<file path="src/rtl/uart_pkg.sv">
// Shared UART definitions: rx FSM state encoding and default frame geometry.
// Also meant to be imported by the matching transmitter.
package uart_pkg;

    localparam int DEF_DATA_BITS  = 8;
    localparam int DEF_OVERSAMPLE = 16;

    typedef enum logic [1:0] {
        RX_IDLE  = 2'd0,
        RX_START = 2'd1,
        RX_DATA  = 2'd2,
        RX_STOP  = 2'd3
    } rx_state_t;

endpackage

</file>
<file path="src/rtl/uart_rx_if.sv">
// Consumer-side bus of the UART receiver: received byte, valid/read handshake, status flags.
// master = receiver, slave = consumer.
interface uart_rx_if
    import uart_pkg::*;
#(
    parameter int DATA_BITS = DEF_DATA_BITS
);
    logic [DATA_BITS-1:0] RxData;
    logic                 RxValid;
    logic                 RxRead;
    logic                 FrameErr;
    logic                 Overrun;
    logic                 Busy;

    modport master (
        output RxData, RxValid, FrameErr, Overrun, Busy,
        input  RxRead
    );

    modport slave (
        input  RxData, RxValid, FrameErr, Overrun, Busy,
        output RxRead
    );
endinterface

</file>
<file path="src/rtl/uart_sync2.sv">
// Two-flop synchronizer for a single asynchronous bit.
// Latency: 2 Clk. No backpressure.
module uart_sync2 #(
    parameter logic RESET_VAL = 1'b1
) (
    input  logic Clk,
    input  logic Rst,
    input  logic d,
    output logic q
);
    logic meta;

    always_ff @(posedge Clk) begin
        if (Rst) begin
            meta <= RESET_VAL;
            q    <= RESET_VAL;
        end else begin
            meta <= d;
            q    <= meta;
        end
    end
endmodule

</file>
<file path="src/rtl/uart_rx.sv">
// Oversampling UART receiver: start validation at mid-bit, LSB-first data, stop check.
// Latency: byte valid at stop-bit centre. No backpressure; unread bytes are overwritten and flagged.
module uart_rx
    import uart_pkg::*;
#(
    parameter int DATA_BITS  = DEF_DATA_BITS,
    parameter int OVERSAMPLE = DEF_OVERSAMPLE
) (
    input  logic      Clk,
    input  logic      Rst,
    input  logic      Tick,
    input  logic      Rx,
    uart_rx_if.master bus
);
    localparam int SCW = $clog2(OVERSAMPLE);
    localparam int BCW = $clog2(DATA_BITS);
    localparam logic [SCW-1:0] SMP_HALF = SCW'(OVERSAMPLE / 2 - 1);
    localparam logic [SCW-1:0] SMP_FULL = SCW'(OVERSAMPLE - 1);
    localparam logic [BCW-1:0] BIT_LAST = BCW'(DATA_BITS - 1);

    rx_state_t            state, state_nxt;
    logic                 rx_s;
    logic [SCW-1:0]       smp_cnt;
    logic [BCW-1:0]       bit_cnt;
    logic [DATA_BITS-1:0] shreg;
    logic [DATA_BITS-1:0] rx_data;
    logic                 rx_valid;
    logic                 frame_err;
    logic                 overrun;
    logic                 armed;
    logic                 busy;
    logic                 data_shift;
    logic                 good_done;
    logic                 stop_bad;

    wire mid_tick = Tick && (smp_cnt == SMP_HALF);
    wire ctr_tick = Tick && (smp_cnt == SMP_FULL);

    uart_sync2 #(.RESET_VAL(1'b1)) u_sync (
        .Clk (Clk),
        .Rst (Rst),
        .d   (Rx),
        .q   (rx_s)
    );

    always_ff @(posedge Clk) begin
        if (Rst) state <= RX_IDLE;
        else     state <= state_nxt;
    end

    // armed gates start detection so a line stuck low after a bad stop or reset is not taken as a start
    always_comb begin
        state_nxt = state;
        case (state)
            RX_IDLE:  if (armed && !rx_s) state_nxt = RX_START;
            RX_START: if (mid_tick)       state_nxt = rx_s ? RX_IDLE : RX_DATA;
            RX_DATA:  if (ctr_tick && bit_cnt == BIT_LAST) state_nxt = RX_STOP;
            RX_STOP:  if (ctr_tick)       state_nxt = RX_IDLE;
            default:                      state_nxt = RX_IDLE;
        endcase
    end

    always_comb begin
        busy       = (state != RX_IDLE);
        data_shift = (state == RX_DATA) && ctr_tick;
        good_done  = (state == RX_STOP) && ctr_tick && rx_s;
        stop_bad   = (state == RX_STOP) && ctr_tick && !rx_s;
    end

    always_ff @(posedge Clk) begin
        if (Rst) begin
            smp_cnt   <= '0;
            bit_cnt   <= '0;
            shreg     <= '0;
            rx_data   <= '0;
            rx_valid  <= 1'b0;
            frame_err <= 1'b0;
            overrun   <= 1'b0;
            armed     <= 1'b0;
        end else begin
            if (state_nxt != state)  smp_cnt <= '0;
            else if (busy && Tick)   smp_cnt <= smp_cnt + 1'b1;

            if (state != RX_DATA)    bit_cnt <= '0;
            else if (data_shift)     bit_cnt <= bit_cnt + 1'b1;

            if (data_shift) shreg <= {rx_s, shreg[DATA_BITS-1:1]};

            if (stop_bad)   armed <= 1'b0;
            else if (rx_s)  armed <= 1'b1;

            frame_err <= stop_bad;

            if (good_done) rx_data <= shreg;

            if (good_done)        rx_valid <= 1'b1;
            else if (bus.RxRead)  rx_valid <= 1'b0;

            // a read in the completion cycle consumes the old byte, so no overrun
            if (good_done && rx_valid && !bus.RxRead) overrun <= 1'b1;
            else if (bus.RxRead)                      overrun <= 1'b0;
        end
    end

    assign bus.RxData   = rx_data;
    assign bus.RxValid  = rx_valid;
    assign bus.FrameErr = frame_err;
    assign bus.Overrun  = overrun;
    assign bus.Busy     = busy;
endmodule

</file>
<file path="src/flat_wrapper.sv">
// flat-port wrapper written by rule: the top's interface ports become plain ports
module uart_rx_flat import uart_pkg::*;
#(
    parameter int DATA_BITS  = DEF_DATA_BITS,
    parameter int OVERSAMPLE = DEF_OVERSAMPLE
)
  (Clk, Rst, Tick, Rx, bus_RxData, bus_RxValid, bus_FrameErr, bus_Overrun, bus_Busy, bus_RxRead);
  uart_rx_if #(.DATA_BITS(DATA_BITS)) bus_i ();
  input  logic Clk;
  input  logic Rst;
  input  logic Tick;
  input  logic Rx;
  output wire logic [$bits(bus_i.RxData)-1:0] bus_RxData;
  output wire logic [$bits(bus_i.RxValid)-1:0] bus_RxValid;
  output wire logic [$bits(bus_i.FrameErr)-1:0] bus_FrameErr;
  output wire logic [$bits(bus_i.Overrun)-1:0] bus_Overrun;
  output wire logic [$bits(bus_i.Busy)-1:0] bus_Busy;
  input wire logic [$bits(bus_i.RxRead)-1:0] bus_RxRead;
  assign bus_RxData = bus_i.RxData;
  assign bus_RxValid = bus_i.RxValid;
  assign bus_FrameErr = bus_i.FrameErr;
  assign bus_Overrun = bus_i.Overrun;
  assign bus_Busy = bus_i.Busy;
  assign bus_i.RxRead = bus_RxRead;
  uart_rx #(.DATA_BITS(DATA_BITS), .OVERSAMPLE(OVERSAMPLE)) u_core (.Clk(Clk), .Rst(Rst), .Tick(Tick), .Rx(Rx), .bus(bus_i));
endmodule
</file>
<file path="config.mk">
export PLATFORM = sky130hd
export DESIGN_NAME = uart_rx_flat
export DESIGN_NICKNAME = d
export VERILOG_FILES = /design/src/rtl/uart_pkg.sv /design/src/rtl/uart_rx_if.sv /design/src/rtl/uart_sync2.sv /design/src/rtl/uart_rx.sv /design/src/flat_wrapper.sv
export SDC_FILE = /design/constraint.sdc
export NUM_CORES = 1
export LEC_CHECK = 0
export CAP_MARGIN = 20
export CELL_PAD_IN_SITES_DETAIL_PLACEMENT = 1
export CELL_PAD_IN_SITES_GLOBAL_PLACEMENT = 1
export CORE_MARGIN = 2
export CORE_UTILIZATION = 37
export CTS_CLUSTER_DIAMETER = 120
export DETAILED_ROUTE_END_ITERATION = 8
export PLACE_DENSITY_LB_ADDON = 0.1
export SLEW_MARGIN = 20
export SYNTH_ARGS = -nofsm -noshare
export SYNTH_HDL_FRONTEND = slang
export SYNTH_SLANG_ARGS = --single-unit
</file>
<file path="constraint.sdc">
create_clock -name Clk -period 1.2 [get_ports Clk]
set_input_delay 0.12 -clock Clk [delete_from_list [all_inputs] [get_ports Clk]]
set_output_delay 0.12 -clock Clk [all_outputs]
set_load 0.01 [all_outputs]
</file>
# Yosys cells after proc, flatten, opt, wreduce, memory -nomap -nowiden
# Index checks and enable logic that the tools add are counted.
# totals
output_inout_bits	12
word_cells	50
latchBits	0
rom_bits	0
mem_bits_rw	0
memories	0
input_bits	5
reg_bits	31
# classes
n_div	0
mul	0
n_reduce_logical	20
bitwise_logic	0
magnitude_cmp	0
mux	9
n_eq_ne	8
n_addsub	2
shift	0
# ops
op	n
1-bit logical AND	11
2-bit two-way mux	5
2-bit one-hot mux with 4 select lines	1
2-bit nonzero test	3
2-bit OR reduction	3
4-bit by 1-bit adder with 4-bit output, second input constant	1
2-bit equality test, second input constant	2
4-bit by 3-bit equality test with 1-bit output, second input constant	1
4-bit equality test, second input constant	1
3-bit by 1-bit adder with 3-bit output, second input constant	1
3-bit equality test, second input constant	1
1-bit two-way mux	3
2-bit by 1-bit equality test with 1-bit output, second input constant	1
1-bit zero test	2
2-bit zero test	1
2-bit inequality test	1
2-bit inequality test, second input constant	1

# Longest topological paths before layout
# Gate-level depths: netlist (run 1).
# depth
word_depth	7
depth_mapped	6
mapped_depth_nobuf	5

# Hierarchy
# From an unflattened synthesis (run 1), not the netlist that was laid out.
# hier_totals
cells_unflattened	144
area_unflattened_um2	1361.3
# by_module_without_submodules
mod	area_each_um2	instances	cells_each	seq_area_each_um2
uart_rx	1308.8	1	140	580.6
uart_sync2	52.6	1	4	40.0

# Least setup slack after synthesis (run 1)
# Ideal clock, no wire load.
# synth_timing
path_kind	register -> register
startpoint	register u_core.smp_cnt[0]
endpoint	register u_core.rx_valid, in the netlist u_core.bus.RxValid
path_slack_ns	-0.079
stages_incl_launch_ff	7
required_ns	1.072
period_less_slack_ns	1.279
arrival_ns	1.151
n_path_buf	2
setup_time_ns	0.128
cell_sequence	dfxtp_1 ha_1 and4_1 buf_6 buf_6 a21oi_1 nor2_1
# synth_between
elab_chain_cells	5
elab_cells_between_ends	6
classes_between	eq/ne (1); mux (1); reduce/logical (4)
# synth_rtl
item	line_no	rtl
start, declared	uart_rx.sv:23	logic [SCW-1:0] smp_cnt;
start signal, assigned	uart_rx.sv:82	else if (busy && Tick) smp_cnt <= smp_cnt + 1'b1;
4-bit equality test *	uart_rx.sv:37	wire ctr_tick = Tick && (smp_cnt == SMP_FULL);
1-bit logical AND *	uart_rx.sv:37	
1-bit logical AND * (2 in series)	uart_rx.sv:66	good_done = (state == RX_STOP) && ctr_tick && rx_s;
1-bit two-way mux / 2-bit nonzero test (equally long branches)	n/a	
end signal, assigned	uart_rx.sv:76	rx_valid <= 1'b0;
end signal, assigned	uart_rx.sv:96	if (good_done) rx_valid <= 1'b1;
end signal, assigned	uart_rx.sv:97	else if (bus.RxRead) rx_valid <= 1'b0;
end, declared	uart_rx.sv:27	logic rx_valid;
# Mark *: on every way between the ends. The rest lies on a longest branch, timed or not.
# A chain may end at the register's enable or synchronous reset.

# Final worst setup path (run 1)
# layout_timing
startpoint	register u_core.smp_cnt[2]
endpoint	register u_core.armed
# layout_between
elab_chain_cells	5
# layout_rtl
item	line_no	rtl
4-bit equality test	uart_rx.sv:37	
1-bit logical AND	uart_rx.sv:37	
1-bit logical AND (2 in series)	uart_rx.sv:67	stop_bad = (state == RX_STOP) && ctr_tick && !rx_s;
2-bit OR reduction (no line)	n/a	
end signal, assigned	uart_rx.sv:79	armed <= 1'b0;
end signal, assigned	uart_rx.sv:89	if (stop_bad) armed <= 1'b0;
end signal, assigned	uart_rx.sv:90	else if (rx_s) armed <= 1'b1;
end, declared	uart_rx.sv:30	logic armed;
# No other way between the ends.

==> run summary, run 1 <==
Max-cap viol count - 0
Hold_sp - Rx
Unique masters post-synth - 37
Final ANT Viol Nets - 0
Top cell type's share of synthesized area - 46.6%
Initial DRC Count - 40
Final setup violating endpoints - 19
TritonCTS buffer count - 5
Register bit total from synthesis - 31
I/O pins - 17
Final setup margin - -115 ps
Area grow syn2layout - 52.3%
Cells after synthesis - 143
DRT Wirelength - 4040 um
HP Class - input pin to flip-flop
Fin cells - 237
Largest family of logic cells by synthesized area - simple AND/OR/NAND/NOR gates
Initial antenna violation count - 0
Slew Viols, Final - 0
Slew @ Worst Pin - 308 ps
Placed Instances - 220
Die area - 4100 um^2
Vias in the first global route - 1205
Root Driver - clkbuf_4
Worst-skew pair later-pin latency - 350 ps
Reg-to-reg slack, setup - -110 ps
Core area - 3390 um^2
GR Overflow Total - 0
GP Congestion - 0.783
Total negative setup slack - -1320 ps
CP Capture Type - flip-flop
Hold_ws - 342 ps
Register area share after synthesis - 46.6%
Cell row count - 21
First-pass iteration count of the detailed router - 4
Leakage - 0.851 nW
Syn_area_per_cell - 9.32 um^2
Reg2reg end - u_core.armed
Fin crit period - 1310 ps
Crit Path Class - flip-flop to flip-flop
Critical path arrival - 1550 ps
DR vias/cell - 5.37
Final Skew - 10.1 ps
# DRC - 0
CTS tree - yes
Largest net degree at the start of global routing - 16
Largest cells by area after synthesis - dfxtp_1 (47%), a21oi_1 (6.0%), mux2i_1 (6.0%), nand2_1 (4.5%), buf_6 (4.2%)
H-tree depth - 2
Simple-gate portion of the synthesized area - 19.5%
Worst Hold Path Cells - 2
Starting density of the core - 39.3%
Total clock sinks - 31
Synth area leader - dfxtp_1
GR Util All Layers - 19.6%
Cell count of the worst reg-to-reg path - 4
PwrDens - 988 nW/um^2
Yosys warns - 0
Nets - 198
Mux cell area share after synthesis - 6.01%
WP data required - 1430 ps
Period utilisation layout - 110%
Chip Width - 64.0 um
Ant diodes - 0
R2r startpoint - u_core.smp_cnt[2]
First-pass GRT wire length - 6010 um
Violated checks - setup timing
CTS clk-pin slew, worst paths - 100 ps
Post-synthesis adder-cell area fraction - 2.82%
Complex-gate fraction of the synthesized area - 17.0%
Layout cells sized above 1 - 45.5%
Synth Area in XOR/XNOR - 1.97%
CP max FO - 6
Unrepaired setup endpoints after global routing - true
Peak supply drop - 1.15 mV
CTS Buffer Depth - 2
Chip Height - 64.0 um
Wire length per cell - 17.0 um
Min-Delay Endpoint - u_core.u_sync.meta
Hpwl dp - 2560 um
Final hold violation count - 0
CP startpoint kind - flip-flop
Via count - 1273
Max transition margin - 79.4%
Syn_nets - 151
Port-buffer cells - 16
Synth Cell Area - 1330 um^2
Status - finished with violations
Highest clock rate - 0.761 GHz
cell families after synthesis:
| group | after synthesis |
|---|---|
| AO/OA/AOI/OAI | 37 |
| XOR/XNOR | 3 |
| adder cells (fa/ha/maj) | 3 |
| buffers and inverters | 11 |
| flip-flops | 31 |
| multiplexers | 8 |
| AND/OR/NAND/NOR | 50 |
worst max path at each step:
| stage | from | end | slack [ps] | depth (start not counted) |
|---|---|---|---|---|
| global route | u_core.smp_cnt[1] | u_core.smp_cnt[3] | -170 | 4 |
| CTS | u_core.smp_cnt[0] | u_core.bus.RxData[7] | -120 | 5 |
| detailed placement | Tick | u_core.bus.RxData[4] | -320 | 5 |
| global placement | Tick | u_core.bus.RxData[4] | -250 | 5 |
| finish | u_core.smp_cnt[2] | u_core.armed | -110 | 4 |
| floorplan | u_core.smp_cnt[1] | u_core.bus.RxValid | -3 | 6 |
critical path, cell delays in order, from the launching register on:
cell and delay (ps):
dfxtp_1 470, nand4_1 290, buf_6 240, o21ai_2 120, a21oi_1 80
area by class of cell:
class | instances | area, um^2
clock buffer | 6 | 51.3
fill | 388 | 1360
timing repair buffer | 48 | 429
sequential | 31 | 634
multi-input combinational | 101 | 811
clock inverter | 2 | 35.0
tap | 46 | 57.6
inverter | 3 | 11.3
cells in the mapped netlist, drive strengths merged:
master   n
nor3     2
dfxtp   31
mux2i    8
xnor2    1
nand2   17
o221ai   1
nor2b    1
a22oi    1
o311ai   1
xor2     2
nor2     4
o31a     1
ha       3
nand3   11
buf      7
nand2b   1
or2b     1
and2b    3
or3      1
nor4     1
o21ai   12
a31oi    3
a21oi   16
o211ai   1
inv      2
and4     1
nand4    2
clkinv   1
and2     1
a311oi   1
clkbuf   1
or2      2
and3     2
flip-flops by register name, summed over array words and instances, names as in the netlist:
signal / cells
u_core.state: 2
u_core.u_sync.q: 1
u_core.shreg: 8
u_core.smp_cnt: 4
u_core.armed: 1
u_core.bus.Overrun: 1
u_core.u_sync.meta: 1
u_core.bus.RxValid: 1
u_core.bus.FrameErr: 1
u_core.bit_cnt: 3
u_core.bus.RxData: 8
power breakdown:
part | total, mW | switching [mW] | leakage (nW) | internal, mW
registers | 1.04 | 0.00562 | 0.255 | 1.03
clock network | 0.873 | 0.382 | 0.0482 | 0.492
logic | 0.0944 | 0.0498 | 0.548 | 0.0445
total | 2.01 | 0.437 | 0.851 | 1.57
layout by cell type, fill, tap and decap left out, drive strengths merged, types with 3 or more instances in the layout:
cell / instances
nand3: 11
clkdlybuf4s50: 4
ha: 3
and2b: 3
a21oi: 16
mux2i: 8
a31oi: 3
o21ai: 12
nand2: 17
nor2: 4
dlygate4sd2: 11
dfxtp: 31
clkbuf: 7
buf: 32
what timing repair did:
| action | CTS | global route |
|---|---|---|
| pin swaps | 15 | 24 |
| buffers inserted | 3 | 5 |
| hold buffers | 0 | 0 |
| resized for setup | 48 | 29 |
| gates cloned | 1 | 1 |
| endpoints found under the setup margin | 41 | 29 |
metrics by stage:
step                utilization, %  worst slack, ps  area (um^2)  total power, mW
finish                        59.9             -115         2030             2.01
global route                  59.9             -174         2030             2.09
CTS                           55.3             -124         1880             2.01
detailed placement            49.1             -317         1660             1.15
global placement              49.1             -248         1660             1.14
floorplan                        -            -2.99         1340             1.10
layer usage:
metal  vias to the layer above  track usage [%]  wire (um)
met1                       629             23.2       1740
met2                        30             32.8       2040
met3                         6             6.51        199
met5                         -                0          0
li1                        608                -          -
met4                         0             7.34         59
Power figures use the tool's default switching activity.
==> run 2: changes to the inputs <==
--- a/config.mk
+++ b/config.mk
@@ -9,7 +9,7 @@
 export CELL_PAD_IN_SITES_DETAIL_PLACEMENT = 1
 export CELL_PAD_IN_SITES_GLOBAL_PLACEMENT = 1
 export CORE_MARGIN = 2
-export CORE_UTILIZATION = 37
+export CORE_UTILIZATION = 40
 export CTS_CLUSTER_DIAMETER = 120
 export DETAILED_ROUTE_END_ITERATION = 8
 export PLACE_DENSITY_LB_ADDON = 0.1
==> constraint.sdc (replaced) <==
create_clock -name Clk -period 1.43 [get_ports Clk]
set_input_delay 0.143 -clock Clk [delete_from_list [all_inputs] [get_ports Clk]]
set_output_delay 0.143 -clock Clk [all_outputs]
set_load 0.01 [all_outputs]
==> run 2 against run 1 <==
Net effect:
- the run now ends clean
- sequential power is 16% lower
- global-route usage is 0.53 points higher
- die area shrank 7.0%
- register-to-register slack better by 190 ps
- worst setup slack gained 180 ps
- clock power fell by 34%
- count of clock-buffer cells in the layout increased by 2
- cell area is 17% lower
==> run summary, run 2 (synthesized netlist as in run 1, its figures left out) <==
Vias in the first global route - 1145 (was 1205)
Fin cells - 216 (was 237)
Max-cap viol count - 0 (unchanged)
Crit-path cells - clkdlybuf4s50_1 (was nand4_1 -> buf_6 -> o21ai_2 -> a21oi_1)
Reg-to-reg slack, setup - 80 ps (was -110 ps)
Fin crit period - 1360 ps
R2r startpoint - u_core.bit_cnt[0] (was u_core.smp_cnt[2])
Final Skew - 7.09 ps (was 10.1 ps)
P_sw - 0.324 mW (was 0.437 mW)
Peak supply drop - 0.434 mV (was 1.15 mV)
Core area - 3100 um^2 (was 3390 um^2)
Highest clock rate - 0.734 GHz
Slowest CP cell - clkdlybuf4s50_1 (was dfxtp_1)
GP Congestion - 0.795 (was 0.783)
Critical path arrival - 1220 ps (was 1550 ps)
Setup bufs post-CTS - 0 (was 3)
Ant diodes - 0 (unchanged)
CP max FO - 2 (was 6)
I/O pins - 17 (unchanged)
Placed Instances - 208 (was 220)
GR Overflow Total - 0 (unchanged)
Worst path max stage delay - 540 ps (was 470 ps)
Initial DRC Count - 33 (was 40)
Area grow syn2layout - 26.7% (was 52.3%)
Port-buffer cells - 16 (unchanged)
Status - completed (was finished with violations)
Cell row count - 20 (was 21)
DR vias/cell - 5.29 (was 5.37)
Max transition margin - 76.6% (was 79.4%)
Reg power frac - 57.6% (was 51.7%)
Period utilisation layout - 95.3%
CP Capture Type - output port (was flip-flop)
Final setup violating endpoints - 0 (was 19)
Leakage - 0.645 nW (was 0.851 nW)
Utilization of the core after routing - 54.4% (was 59.9%)
Footprint of the multi-input gates - 656 um^2 (was 811 um^2)
DRT Wirelength - 3130 um (was 4040 um)
Min-Delay Endpoint - u_core.u_sync.meta (unchanged)
PwrDens - 896 nW/um^2 (was 988 nW/um^2)
Worst-skew pair later-pin latency - 330 ps (was 350 ps)
Switching share of power - 21.4% (was 21.8%)
Buf/Inv on CP - 1 (unchanged)
Commonest non-fill, non-tap cells in the layout - dfxtp_1 (27), nand2_1 (16), a21oi_1 (16), clkdlybuf4s50_1 (15), buf_4 (12) (was buf_4 (24), dfxtp_1 (24), nand2_1 (13), dlygate4sd2_1 (11), a21oi_1 (10))
Crit path max-delay family - buffers and inverters (was flip-flops)
TritonCTS buffer count - 5 (unchanged)
Total clock sinks - 31 (unchanged)
CTS clk-pin slew, worst paths - 90 ps (was 100 ps)
Chip Width - 61.7 um (was 64.0 um)
GR Util All Layers - 20.1% (was 19.6%)
Root Driver - clkbuf_4 (unchanged)
# DRC - 0 (unchanged)
CP startpoint kind - flip-flop (unchanged)
Nets - 179 (was 198)
Die area - 3810 um^2 (was 4100 um^2)
Slew @ Worst Pin - 350 ps (was 308 ps)
Slew Viols, Final - 0 (unchanged)
Worst Hold Path Cells - 2 (unchanged)
HP Class - input pin to flip-flop (unchanged)
Via count - 1143 (was 1273)
Most common cell after layout, fill and taps aside - dfxtp_1
Wire length per cell - 14.5 um (was 17.0 um)
Hpwl dp - 2370 um (was 2560 um)
Initial antenna violation count - 0 (unchanged)
Combinational Power Share - 4.3% (was 4.7%)
Crit Path Class - flip-flop to output port (was flip-flop to flip-flop)
Cell count of the worst reg-to-reg path - 6 (was 4)
CTS tree - yes (unchanged)
Fill cells - 389 (was 388)
Starting density of the core - 42.9% (was 39.3%)
Stages on worst setup path - 1 (was 4)
H-tree depth - 2 (unchanged)
Reg2reg end - u_core.smp_cnt[3] (was u_core.armed)
Layout cells sized above 1 - 20.9% (was 45.5%)
Total negative setup slack - 0 ps (was -1320 ps)
Largest net degree at the start of global routing - 15 (was 16)
CTS Buffer Depth - 2 (unchanged)
Final hold violation count - 0 (unchanged)
First-pass GRT wire length - 5470 um (was 6010 um)
Chip Height - 61.7 um (was 64.0 um)
Hold_ws - 364 ps (was 342 ps)
Hold buffers post-CTS - 0 (unchanged)
Hold_sp - Rx (unchanged)
First-pass iteration count of the detailed router - 3 (was 4)
Proportion of power drawn by the clock network - 38.1% (was 43.6%)
WP data required - 1290 ps (was 1430 ps)
Final ANT Viol Nets - 0 (unchanged)
Cell internal pwr - 1.19 mW (was 1.57 mW)
Register Area - 628 um^2 (was 634 um^2)
==> run 2: cell types whose count changed in the layout (fill, tap and decap cells not counted), moves of 3 or more <==
cell	before	now
clkdlybuf4s50_1	4	15
dlygate4sd2_1	11	1
a21oi_1	10	16
o21ai_0	1	10
nand2_1	13	16
nand3_2	3	0
o21ai_2	9	0
dfxtp_1	24	27
a21oi_2	6	0
nand3_1	8	11
buf_4	24	12
buf_6	6	0
==> run 2: through the flow <==
step                power, mW  area (um^2)  worst slack [ps]
floorplan               0.924         1330               151
global placement        0.955         1590             -68.3
detailed placement      0.958         1590              -114
CTS                      1.53         1660              14.9
global route             1.58         1690             -21.4
finish                   1.51         1690              67.9
==> run 2: worst max path at each step <==
stage | start | to | slack, ps
CTS | u_core.smp_cnt[0] | u_core.state[0] | 10
global route | u_core.bit_cnt[0] | u_core.smp_cnt[3] | -20
detailed placement | Tick | u_core.shreg[3] | -110
floorplan | u_core.smp_cnt[0] | u_core.bus.RxValid | 150
finish | u_core.bus.RxData[4] | bus_RxData[4] | 70
global placement | Tick | u_core.smp_cnt[3] | -70
==> run 2: final cells by class <==
cell class / instances / area share [%]
clock buffer: 8 / 4.08
inverter: 3 / 0.667
multi-input combinational: 101 / 38.8
sequential: 31 / 37.2
tap: 44 / 3.26
timing repair buffer: 29 / 15.9
==> run 2: layer usage <==
layer / routed length [um] / global-route usage [%]
met5: 0 / 0
met4: 65 / 8.21
met3: 107 / 5.59
met2: 1540 / 33.5
met1: 1410 / 24.6
==> run 2: power by group through the flow <==
stage	registers, mW	clock network [mW]	logic (mW)
floorplan	0.892	0	0.0317
global placement	0.892	0	0.0624
detailed placement	0.893	0	0.0650
CTS	0.871	0.594	0.0646
global route	0.873	0.634	0.0726
finish	0.872	0.576	0.0649
==> run 2: repair_timing <==
action / in CTS / in global routing
resized for setup: 6 / 7
pin swaps: 1 / 1
endpoints found under the setup margin: 19 / 22
==> run 3: changes to the inputs <==
--- a/config.mk
+++ b/config.mk
@@ -12,6 +12,7 @@
 export CORE_UTILIZATION = 40
 export CTS_CLUSTER_DIAMETER = 120
 export DETAILED_ROUTE_END_ITERATION = 8
+export DONT_BUFFER_PORTS = 1
 export PLACE_DENSITY_LB_ADDON = 0.1
 export SLEW_MARGIN = 20
 export SYNTH_ARGS = -nofsm -noshare
==> run 3 against run 2 <==
Net effect:
- global-route usage shrank 1.9 points
- maximum frequency grew 3.5%
- sequential power is essentially flat
- worst setup slack gained 46 ps
- via count shrank 7.1%
- non-clock buffer count shrank 18
- die area is the same
- combinational power shrank 31%
- utilization shrank 6.2 points
- sequential share of layout area grew 4.8 points
- first-iteration DRC count grew 18%
- final cell count shrank 8.8%
- highest routed layer unchanged
==> run summary, run 3 (synthesized netlist as in run 1, its figures left out) <==
Chip Width - 61.7 um (unchanged)
Status - completed (unchanged)
Cell row count - 20 (unchanged)
Crit Path Class - flip-flop to flip-flop (was flip-flop to output port)
Crit-path cells - and2b_2 -> o311ai_4 -> a22oi_1 (was clkdlybuf4s50_1)
Via count - 1062 (was 1143)
Fin crit period - 1320 ps (was 1360 ps)
Utilization of the core after routing - 48.2% (was 54.4%)
HP Class - input pin to flip-flop (unchanged)
PwrDens - 954 nW/um^2 (was 896 nW/um^2)
Period utilisation layout - 92.1% (was 95.3%)
DR top layer - met4 (unchanged)
Critical path arrival - 1510 ps (was 1220 ps)
Met3 WL - 113 um (was 107 um)
CTS tree - yes (unchanged)
Most common cell after layout, fill and taps aside - dfxtp_1 (unchanged)
Initial DRC Count - 39 (was 33)
WP data required - 1620 ps (was 1290 ps)
Peak supply drop - 0.435 mV (was 0.434 mV)
Setup bufs post-CTS - 0 (unchanged)
GP Congestion - 0.708 (was 0.795)
Die area - 3810 um^2 (unchanged)
Unrepaired setup endpoints after global routing - false
Core area - 3100 um^2 (unchanged)
Area grow syn2layout - 12.3% (was 26.7%)
CTS clk-pin slew, worst paths - 100 ps (was 90 ps)
Nets - 161 (was 179)
CP Capture Type - flip-flop (was output port)
Leakage - 0.569 nW (was 0.645 nW)
TritonCTS buffer count - 5 (unchanged)
Highest clock rate - 0.760 GHz (was 0.734 GHz)
Fill cells - 389 (unchanged)
GR Util All Layers - 18.3% (was 20.1%)
Starting density of the core - 42.9% (unchanged)
Largest net degree at the start of global routing - 17 (was 15)
Slew Viols, Final - 0 (unchanged)
Post-layout power - 1.43 mW (was 1.51 mW)
Total negative setup slack - 0 ps (unchanged)
Fin area - 1500 um^2 (was 1690 um^2)
Ant diodes - 0 (unchanged)
Final setup violating endpoints - 0 (unchanged)
Hpwl dp - 2150 um (was 2370 um)
Hold_ws - 44.6 ps (was 364 ps)
I/O pins - 17 (unchanged)
CP max FO - 11 (was 2)
Crit path max-delay family - compound AO/OA/AOI/OAI gates (was buffers and inverters)
Final Skew - 12.5 ps (was 7.09 ps)
H-tree depth - 2 (unchanged)
Initial antenna violation count - 0 (unchanged)
Fin cells - 197 (was 216)
Layout cells sized above 1 - 19.6% (was 20.9%)
Chip Height - 61.7 um (unchanged)
Buf/Inv on CP - 0 (was 1)
Max-cap viol count - 0 (unchanged)
Commonest non-fill, non-tap cells in the layout - dfxtp_1 (27), nand2_1 (16), a21oi_1 (16), nand3_1 (11), o21ai_0 (11) (was dfxtp_1 (27), nand2_1 (16), a21oi_1 (16), clkdlybuf4s50_1 (15), buf_4 (12))
First-pass iteration count of the detailed router - 4 (was 3)
Port-buffer cells - 0 (was 16)
# DRC - 0 (unchanged)
CTS Buffer Depth - 2 (unchanged)
Final hold violation count - 0 (unchanged)
Final setup margin - 114 ps (was 67.9 ps)
Worst path max stage delay - 420 ps (was 540 ps)
CP startpoint kind - flip-flop (unchanged)
Final ANT Viol Nets - 0 (unchanged)
Max transition margin - 63.0% (was 76.6%)
Wire length per cell - 15.0 um (was 14.5 um)
Root Driver - clkbuf_4 (unchanged)
Worst-skew pair later-pin latency - 330 ps (about the same)
Slowest CP cell - dfxtp_4 (was clkdlybuf4s50_1)
Met2 routed WL - 1440 um (was 1540 um)
GR Overflow Total - 0 (unchanged)
WL met1 - 1310 um (was 1410 um)
Vias in the first global route - 1129 (was 1145)
Slew @ Worst Pin - 553 ps (was 350 ps)
First-pass GRT wire length - 4910 um (was 5470 um)
Total clock sinks - 31 (unchanged)
Dpl ws - -26.6 ps (was -114 ps)
DRT Wirelength - 2950 um (was 3130 um)
DR vias/cell - 5.39 (was 5.29)
Placed Area - 1380 um^2 (was 1590 um^2)
Placed Instances - 187 (was 208)
## run 3: cell count changes in the layout (fill, tap and decap cells not counted), sizes merged
| cell | before | now |
|---|---|---|
| clkinv | 1 | 2 |
| buf | 13 | 8 |
| dlygate4sd3 | 0 | 3 |
| clkdlybuf4s50 | 15 | 0 |
| dlygate4sd2 | 1 | 0 |
| clkbuf | 8 | 6 |
## run 3: path summary, 6_finish.rpt
| check | startpoint | end | slack [ps] | cells past startpoint |
|---|---|---|---|---|
| max | u_core.state[1] | u_core.smp_cnt[3] | 110 | 3 |
| min | bus_RxRead | u_core.bus.RxValid | 40 | 3 |
| max reg2reg | u_core.state[1] | u_core.smp_cnt[3] | 110 | 3 |
| min reg2reg | u_core.u_sync.meta | u_core.u_sync.q | 420 | 1 |
## run 3: per-layer routing
metal / vias to the layer above / track usage, %
met5: - / 0
met4: 0 / 10.9
met3: 10 / 5.18
met2: 21 / 30.5
met1: 506 / 20.7
li1: 525 / -
## run 3: worst register-to-register path, stage by stage, from the launching register on
cell      delay, ps
dfxtp_4         420
and2b_2         260
o311ai_4        340
a22oi_1         160
## run 3: area by class of cell
class	instances	area (um^2)	share of cell area [%]
multi-input cells	101	652	43.6
flip-flops and latches	31	628	42.0
repair buffers	11	93.8	6.27
well taps	44	55.1	3.68
clock buffers	6	51.3	3.43
inverters	3	11.3	0.753
clock inverters	1	5.00	0.334
## run 3: timing repair
action,CTS,global route
hold endpoints to repair,16,0
pin swaps,0,2
cloned,0,0
hold buffers,3,0
gates resized for setup,2,9
endpoints found under the setup margin,10,14
## run 3: power breakdown
group | internal [mW] | switching (mW) | total, mW
logic | 0.0192 | 0.0254 | 0.0447
registers | 0.867 | 0.00536 | 0.872
clock network | 0.227 | 0.284 | 0.511
total | 1.11 | 0.315 | 1.43
